--- src/rtl/video_bringup_sequencer.sv ---
// Bring-up sequencer for the VGA video pipeline: releases timing, fetch and pixel resets in order,
// then enables video on a frame boundary. Define SEQ_TIMEOUT_EN to add the WAIT_PRIME watchdog.
module video_bringup_sequencer #(
    parameter int STAB_CYCLES    = 256,
    parameter int GAP_CYCLES     = 8,
    parameter int SOFT_HOLD      = 16,
    parameter int TIMEOUT_CYCLES = 65535
) (
    input  logic       VGA_CLK,
    input  logic       e_reset,
    input  logic       soft_rst_req,
    input  logic       fifo_ready,
    input  logic       vsync_pulse,
    output logic       timing_rst_n,
    output logic       fetch_rst_n,
    output logic       pixel_rst_n,
    output logic       video_en,
    output logic       seq_busy,
    output logic       err_timeout,
    output logic [3:0] state_o
);

    typedef enum logic [3:0] {
        S_HOLD       = 4'd0,
        S_STAB       = 4'd1,
        S_REL_T      = 4'd2,
        S_REL_F      = 4'd3,
        S_WAIT_PRIME = 4'd4,
        S_WAIT_FRAME = 4'd5,
        S_RUN        = 4'd6,
        S_SOFT       = 4'd7,
        S_FAULT      = 4'd8
    } state_t;

    localparam int M1 = (STAB_CYCLES > GAP_CYCLES) ? STAB_CYCLES : GAP_CYCLES;
    localparam int M2 = (M1 > SOFT_HOLD) ? M1 : SOFT_HOLD;
`ifdef SEQ_TIMEOUT_EN
    localparam int MAXP = (M2 > TIMEOUT_CYCLES) ? M2 : TIMEOUT_CYCLES;
`else
    localparam int MAXP = (TIMEOUT_CYCLES >= 0) ? M2 : M2;
`endif
    localparam int CW = (MAXP < 1) ? 1 : $clog2(MAXP + 1);

    localparam logic [CW-1:0] STAB_L = STAB_CYCLES[CW-1:0];
    localparam logic [CW-1:0] GAP_L  = GAP_CYCLES[CW-1:0];
    localparam logic [CW-1:0] SOFT_L = SOFT_HOLD[CW-1:0];
`ifdef SEQ_TIMEOUT_EN
    // Loaded one short so the fault lands after exactly TIMEOUT_CYCLES clocks in WAIT_PRIME.
    localparam int            TO_M1  = (TIMEOUT_CYCLES > 0) ? TIMEOUT_CYCLES - 1 : 0;
    localparam logic [CW-1:0] TO_L   = TO_M1[CW-1:0];
`endif

    state_t        state_q, state_d;
    logic [CW-1:0] cnt_q, cnt_d;
    logic [1:0]    sync_q, sync_d;
    logic          timing_q, timing_d;
    logic          fetch_q, fetch_d;
    logic          pixel_q, pixel_d;
    logic          video_q, video_d;
    logic          busy_q, busy_d;
    logic          cnt_zero;

    assign cnt_zero = (cnt_q == '0);

    always_comb begin
        state_d = state_q;
        cnt_d   = cnt_zero ? cnt_q : cnt_q - CW'(1);
        sync_d  = {sync_q[0], 1'b1};
        case (state_q)
            S_HOLD: begin
                if (sync_q[1]) begin
                    state_d = S_STAB;
                    cnt_d   = STAB_L;
                end
            end
            S_STAB, S_SOFT: begin
                if (cnt_zero) begin
                    state_d = S_REL_T;
                    cnt_d   = GAP_L;
                end
            end
            S_REL_T: begin
                if (cnt_zero) state_d = S_REL_F;
            end
            S_REL_F: begin
                state_d = S_WAIT_PRIME;
`ifdef SEQ_TIMEOUT_EN
                cnt_d   = TO_L;
`endif
            end
            S_WAIT_PRIME: begin
`ifdef SEQ_TIMEOUT_EN
                if (cnt_zero) state_d = S_FAULT;
                else if (fifo_ready) state_d = S_WAIT_FRAME;
`else
                if (fifo_ready) state_d = S_WAIT_FRAME;
`endif
            end
            S_WAIT_FRAME: begin
                if (vsync_pulse) begin
                    state_d = S_RUN;
                end else if (!fifo_ready) begin
                    state_d = S_WAIT_PRIME;
`ifdef SEQ_TIMEOUT_EN
                    cnt_d   = TO_L;
`endif
                end
            end
            S_RUN, S_FAULT: begin
                state_d = state_q;
            end
            default: state_d = S_HOLD;
        endcase
        // Re-init wins over everything; holding it high keeps reloading the hold counter.
        if (soft_rst_req && state_q != S_HOLD) begin
            state_d = S_SOFT;
            cnt_d   = SOFT_L;
        end
        timing_d = state_d inside {S_REL_T, S_REL_F, S_WAIT_PRIME, S_WAIT_FRAME, S_RUN};
        fetch_d  = state_d inside {S_REL_F, S_WAIT_PRIME, S_WAIT_FRAME, S_RUN};
        pixel_d  = state_d inside {S_WAIT_FRAME, S_RUN};
        video_d  = (state_d == S_RUN);
        busy_d   = (state_d != S_RUN);
    end

    always_ff @(posedge VGA_CLK or negedge e_reset) begin
        if (!e_reset) begin
            state_q  <= S_HOLD;
            cnt_q    <= '0;
            sync_q   <= 2'b00;
            timing_q <= 1'b0;
            fetch_q  <= 1'b0;
            pixel_q  <= 1'b0;
            video_q  <= 1'b0;
            busy_q   <= 1'b1;
        end else begin
            state_q  <= state_d;
            cnt_q    <= cnt_d;
            sync_q   <= sync_d;
            timing_q <= timing_d;
            fetch_q  <= fetch_d;
            pixel_q  <= pixel_d;
            video_q  <= video_d;
            busy_q   <= busy_d;
        end
    end

`ifdef SEQ_TIMEOUT_EN
    logic err_q, err_d;

    always_comb begin
        err_d = err_q;
        if (state_d == S_FAULT) err_d = 1'b1;
        else if (state_d == S_SOFT) err_d = 1'b0;
    end

    always_ff @(posedge VGA_CLK or negedge e_reset) begin
        if (!e_reset) err_q <= 1'b0;
        else          err_q <= err_d;
    end

    assign err_timeout = err_q;
`else
    assign err_timeout = 1'b0;
`endif

    assign timing_rst_n = timing_q;
    assign fetch_rst_n  = fetch_q;
    assign pixel_rst_n  = pixel_q;
    assign video_en     = video_q;
    assign seq_busy     = busy_q;
    assign state_o      = state_q;

endmodule

--- config.mk ---
export PLATFORM = sky130hd
export DESIGN_NAME = video_bringup_sequencer
export DESIGN_NICKNAME = d
export VERILOG_FILES = /design/src/rtl/video_bringup_sequencer.sv
export SDC_FILE = /design/constraint.sdc
export NUM_CORES = 1
export LEC_CHECK = 0
export CAP_MARGIN = 0
export CELL_PAD_IN_SITES_DETAIL_PLACEMENT = 1
export CELL_PAD_IN_SITES_GLOBAL_PLACEMENT = 1
export CORE_MARGIN = 4
export CORE_UTILIZATION = 38
export DETAILED_ROUTE_END_ITERATION = 6
export HOLD_SLACK_MARGIN = 0.1
export PLACE_DENSITY_LB_ADDON = 0.1
export SLEW_MARGIN = 20
export SYNTH_ARGS = -nofsm -noshare
export SYNTH_HDL_FRONTEND = slang
export SYNTH_SLANG_ARGS = --single-unit
--- constraint.sdc ---
create_clock -name VGA_CLK -period 4.7 [get_ports VGA_CLK]
set_clock_uncertainty 0.2 [all_clocks]
set_input_delay 1.41 -clock VGA_CLK [delete_from_list [all_inputs] [get_ports VGA_CLK]]
set_output_delay 1.41 -clock VGA_CLK [all_outputs]
set_load 0.1 [all_outputs]
; ---- Yosys cells after proc, flatten, opt, wreduce, memory -nomap -nowiden
; Index checks and enable logic that the tools add are counted.
[op_classes]
mux = 13
n_reduce_logical = 9
add_sub_neg = 1
n_eq_ne = 14
[ops]
columns = cell, n
row1 = 9-bit 2-to-1 mux, 4
row2 = "4-bit by 3-bit equality test with 1-bit output, second input constant", 7
row3 = 4-bit 2-to-1 mux, 7
row4 = 4-bit case mux with 7 select lines, 1
row5 = 9-bit case mux with 2 select lines, 1
row6 = "4-bit by 2-bit equality test with 1-bit output, second input constant", 4
row7 = 9-bit logical NOT, 1
row8 = "9-bit by 1-bit subtractor with 9-bit output, second input constant", 1
row9 = 4-bit nonzero test, 2
row10 = 5-bit nonzero test, 1
row11 = "4-bit by 1-bit equality test with 1-bit output, second input constant", 1
row12 = "4-bit equality test, second input constant", 1
row13 = 4-bit logical NOT, 1
row14 = "4-bit by 3-bit inequality test with 1-bit output, second input constant", 1
row15 = 2-bit OR reduction, 2
row16 = 2-bit nonzero test, 1
row17 = 1-bit logical AND, 1
[word_totals]
input_bits = 5
register_bits = 20

; ---- Depth between registers and ports, before layout
; Gate-level depths: netlist (run 1).
[depth]
word_depth = 6
depth_mapped = 9

; ---- Worst setup path after synthesis (run 1)
; No wires, ideal clock.
[synth_timing]
path_kind = register to output
startpoint = register state_q[3], in the netlist state_o[3]
endpoint = output state_o[3]
setup_slack_ns = 2.082
stages_incl_launch_ff = 1
t_arrival_ns = 1.008
path_cell_list = dfrtp_1
[synth_rtl]
columns = element, line
row1 = "start, declared", 53  ; state_t state_q, state_d;
row2 = "start signal, assigned", 137  ; state_q <= state_d;
row3 = "end, declared", 20  ; output logic [3:0] state_o
; No word-level cell between the ends.

; ---- Worst setup path after layout (run 1)
[layout_timing]
startpoint = register state_q[1], in the netlist state_o[1]
endpoint = output state_o[1]
; No word-level cell between the ends.

==> results of run 1 <==
sequential cells by signal, indices dropped and copies added, names as in the netlist:
name          flops
cnt_q             9
fetch_rst_n       1
pixel_rst_n       1
seq_busy          1
state_o           4
sync_q            2
timing_rst_n      1
video_en          1
cell usage in the layout, fill, tap and decap left out, types with 2 or more instances in the layout:
cell type,n
or3_1,3
xor2_1,4
clkbuf_4,3
a211oi_1,3
conb_1,2
nor4_1,2
nand2_1,7
xnor2_1,2
dfrtp_1,19
a21oi_1,4
clkdlybuf4s50_1,13
nor2_1,12
and2_1,2
nand2b_1,3
ha_1,2
inv_1,4
nor3_1,5
power breakdown:
part	switching, mW	internal, mW	leakage [nW]	total [mW]
Clock	0.0568	0.0863	0.0279	0.143
Combinational	0.284	0.132	0.260	0.416
Sequential	0.0450	0.217	0.246	0.262
worst max path at each step:
stage	slack (ns)	end	startpoint
floorplan	2.08	state_o[3]	state_o[3]
CTS	1.0	state_o[2]	state_o[2]
global placement	1.38	state_o[0]	state_o[0]
finish	1.00	state_o[1]	state_o[1]
global route	0.93	state_o[0]	state_o[0]
detailed placement	1.36	state_o[0]	state_o[0]
logic make-up after synthesis:
kind of cell | count (synthesis) | share of synthesized area, %
DFF | 20 | 47.0
xor gates and xnor gates | 6 | 4.92
and+or+nand+nor | 49 | 28.3
AOI/OAI and AO/OA | 14 | 10.4
adders and majority gates | 2 | 2.34
buffers and inverters | 9 | 5.39
other | 2 | 0.703
muxes | 1 | 0.937
stage by stage:
step / power [mW] / util (%) / area, um^2
after floorplan: 0.598 / - / 1070
after global placement: 0.676 / 46.8 / 1200
after detailed placement: 0.683 / 46.8 / 1200
after CTS: 0.832 / 48.9 / 1250
after global routing: 0.880 / 48.9 / 1250
final: 0.821 / 48.9 / 1250
layout make-up:
cell class              count  area (um^2)
flip-flops and latches     20          502
well taps                  30         37.5
fillers                   314         1310
multi-input cells          74          509
clock inverters             1         30.0
inverters                   5         23.8
clock buffers               3         22.5
repair buffers             13          130
per-layer routing:
metal / up-vias / track usage (%) / wire length, um
met5: - / 0 / 0
met4: 0 / 6.50 / 43
met3: 5 / 2.52 / 89
met2: 15 / 24.2 / 1050
met1: 398 / 18.8 / 1110
li1: 382 / - / -
==> reports/results.tsv, run 1 <==
metric	value	unit
outcome	finished, final reports clean	
pin_count	15	
rsz0062_at_grt	no	
path_class	reg2out	
dieWidth	61.0	um
rows	18	
post_drt_wl_per_cell	15.7	um
dp.final_hpwl	1.63	mm
yosysTopAreaCellShare	44.5	%
cts_hold_buf	0	
gp_congestion	0.756	
rr_endpoint	timing_rst_n	
grt_max_degree	21	
timing_hold_violations_final	0	
vias	800	
ys_seq_area_share	47.0	%
htreeDepth	1	
fmax	270	MHz
cts_resized	0	
nets	124	
r2r_slack	2.46	ns
setup_violations	0	
fin_crit_sh	78.7	%
avgSynthCellArea	10.4	um^2
num_antenna_cells	0	
synth_top_cells_by_count	dfrtp_1 (19), nor2_1 (12), nand2_1 (7)	
path_cells	clkdlybuf4s50_1	
drtPass1Iterations	4	
critPathBufInv	1	
gr-usage-all-layers	14.7	%
async_flop_share	100	%
post-synth-top-count-cell	dfrtp_1	
drive_gt1_share	15.5	%
path_depth	1	
synth_ff_type	dfrtp_1	
synth.area.top_cells	dfrtp_1 (44%), nor2_1 (4.2%), xor2_1 (3.3%), dfstp_2 (2.5%), nand2_1 (2.5%)	
die_area	3720	um^2
whs	0.164	ns
netlist_area	1070	um^2
dr.first_iter.drc_count	22	
leakagePower	0.533	nW
maxCapViolCount	0	
cts.path.max_buffers	2	
cp_top_family	buffers and inverters	
worstSetupStartpointType	flop	
min_period	3.70	ns
hold_path_startpoint	sync_q[0]	
r2r_cells	5	
gr-total-overflow	0	
ir_worst_vdd	0.000444	V
routed_via_density	5.48	
grt_pass1_wl	4.00	mm
critPathSlowestCell	clkdlybuf4s50_1	
cts_tree	built	
path_max_fanout	9	
slowest_delay	1.21	ns
tightest_slew	0.965	ns
cts_root_buf	clkbuf_4	
endpoint_kind	primary output	
whs_path_depth	0	
syn_inst	103	
dp_slack	1.36	ns
cts_buffers	3	
ant_nets	0	
drv_slew	0	
fp.dieH	61.0	um
route.detailed.drc	0	
core_region_area	2570	um^2
port_buffers	13	
wirelength	2.29	mm
hold_class	reg2reg	
holdPathEnd	sync_q[1]	
power_density	654	nW/um^2
yosys.area.top_type	dfrtp_1	
cts.sinks	20	
slew_headroom	35.5	%
yosysUniqueCellTypes	42	
place_inst	142	
crit_required	3.09	ns
arrival	2.09	ns
yosys_warnings	0	
path_clk_slew	0.11	ns
antenna_found_initial	0	
grt_pass1_vias	865	
timing.final.ws_setup	1.00	ns
insertion_delay	0.31	ns
syn-num-nets	110	
syn2layout_area_growth	17.4	%
start_util	41.6	%
timing.rr.start	cnt_q[3]	
cts_setup_buffers	0	
fin_tns_setup	0	ns
synth_edf_count	0	
final_cell_count_no_fill	146	
ys_seq_elements	20	
Power figures use the tool's default switching activity.
==> run 2, diff against run 1 <==
CORE_UTILIZATION = 37   (was 38)
clock period = 3 ns   (was 4.7 ns; I/O delays follow)
==> run 2 against run 1 <==
First-iteration DRC count fell by 4.5%. Largest cell class unchanged. Cell count is 2.1% higher. Worst hold slack better by 0.0043 ns. Sequential share of layout area rose by 0.20 points. Wire length grew 2.5%. Register-to-register slack got worse by 1.7 ns. Non-clock buffer count up 2. Critical path depth rose by 5.
==> reports/results.tsv, run 2 (synthesized netlist as in run 1, its figures left out) <==
metric	value	unit	change
met3WireLength	79	um	-11%
min_period	2.38	ns	
nFillCells	322		+2.5%
setup_violations	0		unchanged
timing_hold_violations_final	0		unchanged
tightest_slew	0.539	ns	-0.426 ns
syn2layout_area_growth	16.9	%	
total_power	1.29	mW	+57%
die_area	3810	um^2	+2.4%
dp_slack	0.298	ns	-1.06 ns
timing.rr.start	cnt_q[0]		
largest_reg_flops	9		unchanged
regMostFlops	cnt_q		
met1Wirelength	1.18	mm	+6.6%
core_region_area	2760	um^2	+7.4%
num_antenna_cells	0		unchanged
drv_slew	0		unchanged
path_max_fanout	5		-4
cts.sinks	20		unchanged
crit_path_start	vsync_pulse		
grt_pass1_wl	4.08	mm	+2.1%
top_layer	met4		
cts_resized	0		unchanged
post_drt_wl_per_cell	15.7	um	+0.47%
dr.first_iter.drc_count	21		-4.5%
timing.final.ws_setup	0.616	ns	-0.385 ns
fin_tns_setup	0	ns	unchanged
hold_class	reg2reg		
routed_via_density	5.32		-3.0%
cts_hold_buf	0		unchanged
vias	792		-1.0%
fin_crit_sh	79.5	%	
crit_required	3.01	ns	-0.08 ns
cts_buffers	3		unchanged
maxCapViolCount	0		unchanged
nets	126		+1.6%
cts.path.max_buffers	2		unchanged
final_common_cell	dfrtp_1		
wirelength	2.35	mm	+2.5%
rsz0062_at_grt	no		
path_class	in2reg		
start_util	38.7	%	-2.9 points
rows	19		+1
antenna_found_initial	0		unchanged
route.met2.wl	1.07	mm	+1.9%
ir_worst_vdd	0.000713	V	+61%
outcome	finished, final reports clean		
drtPass1Iterations	4		unchanged
fmax	419	MHz	
path_clk_slew	0.13	ns	+0.02 ns
port_buffers	13		unchanged
endpoint_kind	flop		
place_inst	145		+2.1%
hold_path_startpoint	sync_q[0]		
route.detailed.drc	0		unchanged
pin_count	15		unchanged
cts_tree	built		
dieWidth	61.7	um	+1.2%
gr-usage-all-layers	14.9	%	+0.22 points
drive_gt1_share	24.6	%	+9.1 points
fp.dieH	61.7	um	+1.2%
slew_headroom	63.9	%	+28 points
gr-total-overflow	0		unchanged
cts_root_buf	clkbuf_4		
leakagePower	0.552	nW	+3.5%
cts_setup_buffers	0		unchanged
gp_congestion	0.717		-5.2%
final_cell_count_no_fill	149		+2.1%
arrival	2.39	ns	+0.30 ns
insertion_delay	0.30	ns	about the same
dp.final_hpwl	1.81	mm	+11%
grt_max_degree	13		-38%
worstSetupStartpointType	input pin		
htreeDepth	1		unchanged
grt_pass1_vias	833		-3.7%
final_cell_mix	dfrtp_1 (19), nor2_1 (12), buf_4 (11)		
power_density	1030	nW/um^2	+57%
ant_nets	0		unchanged
==> run 2: worst max-delay path, cell delays in order <==
cell             delay, ns
clkdlybuf4s50_1       0.41
a21oi_1               0.18
nor3_1                0.07
a41oi_1               0.40
nor3_1                0.13
a211oi_1              0.29
==> run 2: through the flow <==
stage	util (%)	instance area [um^2]	hold WS (ns)
2_1_floorplan	-	1070	0.131
3_3_place_gp	43.4	1200	0.135
3_5_place_dp	43.4	1200	0.142
4_1_cts	45.3	1250	0.173
5_1_grt	45.3	1250	0.192
6_report	45.3	1250	0.168
==> run 2: where the power goes <==
group | switching (mW) | internal (mW)
Clock | 0.0907 | 0.135
Combinational | 0.448 | 0.197
Sequential | 0.0742 | 0.340
==> run 2: area by class of cell <==
class	instances	area (um^2)	area share [%]
multi-input cells	74	509	40.8
inverters	5	23.8	1.90
flip-flops and latches	20	502	40.2
repair buffers	15	123	9.82
clock inverters	1	30.0	2.40
clock buffers	3	22.5	1.80
well taps	31	38.8	3.11
==> run 2: path summary, 6_finish.rpt <==
path | depth (start not counted) | slack [ns] | endpoint
max in group asynchronous | 2 | 1.33 | cnt_q[1]
min in group asynchronous | 1 | 0.73 | sync_q[0]
min | 0 | 0.17 | sync_q[1]
max reg2reg | 7 | 0.76 | fetch_rst_n
min reg2reg | 0 | 0.17 | sync_q[1]
max | 6 | 0.62 | fetch_rst_n
==> run 2: per-layer routing <==
layer,vias up,GRT usage (%)
li1,381,-
met1,399,21.4
met2,10,22.9
met3,2,3.31
met4,0,3.64
met5,-,0
